--- src/rtl/snn_kron_core.sv ---
// Spiking core with T blocks of N integer neurons and Kronecker-structured weights.
// Spikes are integrated one (source, target block) pair per cycle, and the result is dumped on AXI4-Stream.
module snn_kron_core #(
  parameter int T      = 4,
  parameter int N      = 4,
  parameter int TA     = $clog2(T),
  parameter int ALPHA  = 128,
  parameter int NN     = 16,
  parameter int NU     = $clog2(N),
  parameter int THRESH = 64
) (
  input  logic                 aclk,
  input  logic                 aresetn,
  input  logic                 time_step,
  input  logic                 force_spike_en,
  input  logic [TA-1:0]        force_spike_block_select,
  input  logic [$clog2(N)-1:0] force_spike_neuron_select,
  input  logic                 select,
  output logic                 axis_out_tvalid,
  input  logic                 axis_out_tready,
  output logic [NN-1:0]        axis_out_tdata,
  output logic [NU-1:0]        axis_out_tuser,
  output logic                 axis_out_tlast
);

  localparam int NT = T * N;
  localparam int SW = $clog2(NT);

  if (ALPHA < T * T * N + 4) begin : g_alpha_check
    $error("snn_kron_core: ALPHA shorter than one accumulation pass");
  end

  typedef enum logic [2:0] {
    ST_IDLE,
    ST_ACCUM,
    ST_WAIT_END,
    ST_THRESH,
    ST_STREAM
  } state_t;

  state_t          state, state_next;
  logic [NN-1:0]   pot       [T][N];
  logic            pending   [T][N];
  logic            spikes    [T][N];
  logic            fired     [T][N];
  logic            force_hit [T][N];
  logic            armed;
  logic            sel_q;
  logic [SW-1:0]   src;
  logic [SW-1:0]   beat;
  logic [TA-1:0]   tgt;
  logic [TA-1:0]   src_blk, beat_blk;
  logic [NU-1:0]   src_nrn, beat_nrn;
  logic [NN:0]     acc_sum   [N];
  logic [NN-1:0]   acc_val   [N];
  logic            start, accum_done, last_beat;

  assign start      = (state == ST_IDLE) && time_step && armed;
  assign accum_done = (src == SW'(NT - 1)) && (tgt == TA'(T - 1));
  assign last_beat  = (beat == SW'(NT - 1));

  // Source coordinates, the saturating weight adds for the current target block, and force decoding.
  always_comb begin
    src_blk  = TA'(int'(src) / N);
    src_nrn  = NU'(int'(src) % N);
    beat_blk = TA'(int'(beat) / N);
    beat_nrn = NU'(int'(beat) % N);
    for (int j = 0; j < N; j++) begin
      acc_sum[j] = {1'b0, pot[tgt][j]}
                 + (NN+1)'((int'(src_blk) + int'(tgt) + 1) * (int'(src_nrn) + j + 1));
      acc_val[j] = acc_sum[j][NN] ? {NN{1'b1}} : acc_sum[j][NN-1:0];
    end
    for (int b = 0; b < T; b++) begin
      for (int j = 0; j < N; j++) begin
        force_hit[b][j] = force_spike_en
                        && (force_spike_block_select == TA'(b))
                        && (force_spike_neuron_select == NU'(j));
      end
    end
  end

  always_ff @(posedge aclk or negedge aresetn) begin
    if (!aresetn) state <= ST_IDLE;
    else          state <= state_next;
  end

  always_comb begin
    state_next = state;
    case (state)
      ST_IDLE:     if (start) state_next = ST_ACCUM;
      ST_ACCUM:    if (accum_done) state_next = ST_WAIT_END;
      ST_WAIT_END: if (!time_step) state_next = ST_THRESH;
      ST_THRESH:   state_next = ST_STREAM;
      ST_STREAM:   if (axis_out_tready && last_beat) state_next = ST_IDLE;
      default:     state_next = ST_IDLE;
    endcase
  end

  // Payload is derived only from registers, so tready never reaches tvalid combinationally.
  always_comb begin
    axis_out_tvalid = 1'b0;
    axis_out_tlast  = 1'b0;
    axis_out_tdata  = '0;
    axis_out_tuser  = '0;
    if (state == ST_STREAM) begin
      axis_out_tvalid = 1'b1;
      axis_out_tlast  = last_beat;
      axis_out_tuser  = beat_nrn;
      axis_out_tdata  = sel_q ? NN'(fired[beat_blk][beat_nrn]) : pot[beat_blk][beat_nrn];
    end
  end

  // Armed is preset at reset so the first step after reset can start without a low time_step first.
  always_ff @(posedge aclk or negedge aresetn) begin
    if (!aresetn) begin
      for (int b = 0; b < T; b++) begin
        for (int j = 0; j < N; j++) begin
          pot[b][j]     <= '0;
          pending[b][j] <= 1'b0;
          spikes[b][j]  <= 1'b0;
          fired[b][j]   <= 1'b0;
        end
      end
      armed <= 1'b1;
      sel_q <= 1'b0;
      src   <= '0;
      tgt   <= '0;
      beat  <= '0;
    end else begin
      if (!time_step) armed <= 1'b1;
      if (start) begin
        armed <= 1'b0;
        src   <= '0;
        tgt   <= '0;
      end
      if (state == ST_ACCUM) begin
        if (tgt == TA'(T - 1)) begin
          tgt <= '0;
          src <= src + 1'b1;
        end else begin
          tgt <= tgt + 1'b1;
        end
      end
      if (state == ST_THRESH) begin
        sel_q <= select;
        beat  <= '0;
      end
      if (state == ST_STREAM && axis_out_tready) beat <= beat + 1'b1;
      for (int b = 0; b < T; b++) begin
        for (int j = 0; j < N; j++) begin
          if (force_hit[b][j]) pending[b][j] <= 1'b1;
          if (start) begin
            spikes[b][j]  <= pending[b][j] | force_hit[b][j];
            pending[b][j] <= 1'b0;
          end
          if (state == ST_ACCUM && tgt == TA'(b) && spikes[src_blk][src_nrn])
            pot[b][j] <= acc_val[j];
          if (state == ST_THRESH) begin
            if (pot[b][j] >= NN'(THRESH)) begin
              pot[b][j]     <= '0;
              pending[b][j] <= 1'b1;
              fired[b][j]   <= 1'b1;
            end else begin
              fired[b][j] <= 1'b0;
            end
          end
        end
      end
    end
  end

endmodule

--- config.mk ---
export PLATFORM = sky130hd
export DESIGN_NAME = snn_kron_core
export DESIGN_NICKNAME = d
export VERILOG_FILES = /design/src/rtl/snn_kron_core.sv
export SDC_FILE = /design/constraint.sdc
export NUM_CORES = 1
export LEC_CHECK = 0
export CAP_MARGIN = 40
export CORE_MARGIN = 2
export CORE_UTILIZATION = 55
export DETAILED_ROUTE_END_ITERATION = 8
export PLACE_DENSITY = 0.78
export REMOVE_ABC_BUFFERS = 1
export SYNTH_ARGS = -nofsm -noshare
export SYNTH_HDL_FRONTEND = slang
export SYNTH_SLANG_ARGS = --single-unit
--- constraint.sdc ---
create_clock -name aclk -period 5.15 [get_ports aclk]
set_input_delay 1.03 -clock aclk [delete_from_list [all_inputs] [get_ports aclk]]
set_output_delay 1.03 -clock aclk [all_outputs]
set_load 0.01 [all_outputs]
==> summary.md <==
| Metric | Value |
|---|---|
| Outcome | `finished, final reports clean` |
| Die X | `193.4 µm` |
| Num CTS Buffers | `37` |
| Area share of the largest cell type after synthesis | `40.35%` |
| Syn Area/Cell | `10.61 µm²` |
| First-pass GRT wire length | `89.32 mm` |
| Max clock buf depth | `3` |
| Area leader, netlist | `dfrtp_1` |
| Max-slew violation count | `0` |
| Placed Cells incl. Taps | `2263` |
| GR Util All Layers | `29.96%` |
| Ys flop type | `dfrtp_1` |
| PnR Total Power | `0.01656 W` |
| Critical path class | `reg -> reg` |
| Routed Antenna Nets | `0` |
| Post-synthesis sequential area ratio | `40.48%` |
| Final hold vios | `0` |
| Largest cells by area after synthesis | `dfrtp_1 40%, mux4_2 16%, ha_1 4.3%` |
| Clk pwr share | `18.1%` |
| Hold Crit Class | `reg -> reg` |
| I/O pin cnt | `30` |
| Tmin final | `4973 ps` |
| Pleak | `9.060 nW` |
| # diodes | `0` |
| Simple-gate share of the synthesized area | `14.05%` |
| Setup violations, final | `0` |
| Synth top cells by count | `318 x dfrtp_1, 201 x nor2_1, 152 x o21ai_0` |
| DR vias/cell | `6.907` |
| Most numerous cell in the Yosys netlist | `dfrtp_1` |
| Final core utilization | `61.67%` |
| DIE HEIGHT | `193.4 µm` |
| CP max FO | `9` |
| Reg power frac | `23.5%` |
| Routability congestion estimate | `0.9147` |
| Mapped Cells | `1858` |
| GRT Residual Overflow | `0` |
| Final hold slack | `477.1 ps` |
| Buffers on Ports | `29` |
| Core box area | `35480 µm²` |
| Element type at the critical path end | `register` |
| Synth Area in Compound Gates | `14.49%` |
| H-tree depth | `2` |
| Register clock-pin slew on the reported worst setup and hold paths | `60 ps` |
| Power Dens Cells | `756.6 nW/µm²` |
| Initial Utilization | `55.58%` |
| Number of global-route vias before repair | `16150` |
| Unrepaired setup endpoints after global routing | `no` |
| Internal Power | `0.008970 W` |
| Slew margin rel. | `37.33%` |
| Synth warn | `0` |
| Layout Cells excl Fill | `2330` |
| Max cap viols | `0` |
| Layout cells sized above 1 | `16.00%` |
| Root Buffer | `clkbuf_16` |
| DRC | `0` |
| Multiplexer share of the synthesized area | `18.60%` |
| Synth unique cells | `71` |
| Pre-antenna DRT Iters | `5` |
| Row cnt | `69` |
| Total clock sinks | `319` |
| Total number of vias | `16090` |
| Worst slew pin tran | `940.1 ps` |
| Synth Area in XOR/XNOR | `0.8882%` |
| Cell Area, Synth | `19720 µm²` |
| CTS tree | `yes` |
| Yosys reg bits | `319` |
| Die area | `37390 µm²` |
| P_sw | `0.007587 W` |
| Adder-cell area share of the yosys netlist | `6.446%` |
| Syn-to-layout area delta | `10.96%` |
| Starting DRT DRC Count | `1903` |
| Antenna violations before repair | `0` |
| Cts hold-fix bufs | `0` |
| Crit start category | `register` |
| Combinational share of power | `58.3%` |
| Arrival time at the worst endpoint | `5350 ps` |
| Clock skew | `19.06 ps` |
| Sw frac | `45.82%` |
| Maximum VDD drop | `581.5 µV` |
| Number of synthesized flops with an enable pin | `0` |
| Worst skew pair latency | `530 ps` |
| Nets@finish | `1940` |
| Post-Route WL | `55.62 mm` |
| Fmax | `201.1 MHz` |
| Largest net degree at the start of global routing | `123` |
| Largest family of logic cells by synthesized area | `multiplexers` |
| Req. time, crit path | `5520 ps` |
| Detailed-route wire length per cell | `23.87 µm` |
| Detail Placement HPWL | `36.80 mm` |
| Asr flop ratio synth | `100.0%` |
| Tcrit/Tclk final | `96.56%` |
critical path, cell delays in order, from the launching register on:
cell      delay (ps)
dfrtp_4          420
inv_1             70
ha_1             200
fa_1             500
nor2_1           380
fa_1             510
ha_1             310
ha_1             270
ha_1             250
fa_1             440
a211oi_1         250
o21ai_0          120
buf_4            150
nand2_1          230
nor3_4            80
buf_4            180
nor2_1           280
a211oi_1         150
logic make-up (layout without fill, tap and decap cells):
group | count (synthesis) | count (layout)
mux | 173 | 173
simple gates | 581 | 581
compound gates | 460 | 460
flops | 319 | 319
xor+xnor | 20 | 20
fa+ha+maj | 89 | 89
buf+inv | 216 | 227
state kept, by name, indices dropped and copies added (netlist names), 2 cells and up:
register  cells
beat          4
fired        16
src           4
pot         256
tgt           2
pending      16
spikes       16
state         3
metal layers:
metal	track usage, %	wire length (µm)	vias up
met5	0	0	-
met4	11.68	1931	0
met3	5.753	5579	189
met2	48.16	26560	974
met1	40.66	21550	8049
li1	-	-	6881
final cells by class:
type,instances,area [µm²]
multi-input cells,1323,10800
clock buffers,50,1067
repair buffers,83,830.8
fillers,2727,13600
clock inverters,17,322.8
inverters,77,289.0
well taps,461,576.8
flip-flops and latches,319,7996
through the flow:
step	TNS (ps)	setup slack [ps]	area [µm²]
3_3_place_gp	0	355.4	20360
2_1_floorplan	-367830	-1763	19020
6_report	0	176.9	21880
5_1_grt	0	9.073	21880
3_5_place_dp	0	169.9	20470
4_1_cts	0	100.5	21860
timing repair:
| action | in CTS | in global routing |
|---|---|---|
| gates resized for setup | 0 | 5 |
| setup buffers | 0 | 0 |
| endpoints found under the setup margin | 0 | 50 |
power groups by stage:
stage	clock [W]	sequential [W]	combinational, W
2_1_floorplan	0	0.00391	0.00678
3_3_place_gp	0	0.00386	0.00891
3_5_place_dp	0	0.00389	0.00934
4_1_cts	0.00302	0.00386	0.00947
5_1_grt	0.00313	0.00398	0.0106
6_report	0.00300	0.00390	0.00966
worst paths after layout:
check | end | slack (ps) | depth (start not counted) | startpoint
setup / recovery | pot[169] | 180 | 17 | tgt[0]
hold / removal | fired[2] | 480 | 2 | fired[2]
setup reg to reg | pot[169] | 180 | 17 | tgt[0]
hold reg to reg | fired[2] | 480 | 2 | fired[2]
max in group asynchronous | pot[255] | 3430 | 2 | aresetn
min in group asynchronous | pot[65] | 550 | 1 | aresetn
cells in the final DEF (no fill, tap or decap), types with 32 or more instances in the layout:
cell	instances
nand2_1	121
ha_1	68
inv_1	77
dfrtp_1	314
o21ai_0	151
a211oi_1	109
a21oi_1	84
nand3_1	111
clkbuf_16	39
mux4_2	140
buf_4	45
nor4_1	32
nor2_1	200
No activity file was read; power rests on OpenSTA's default activity.
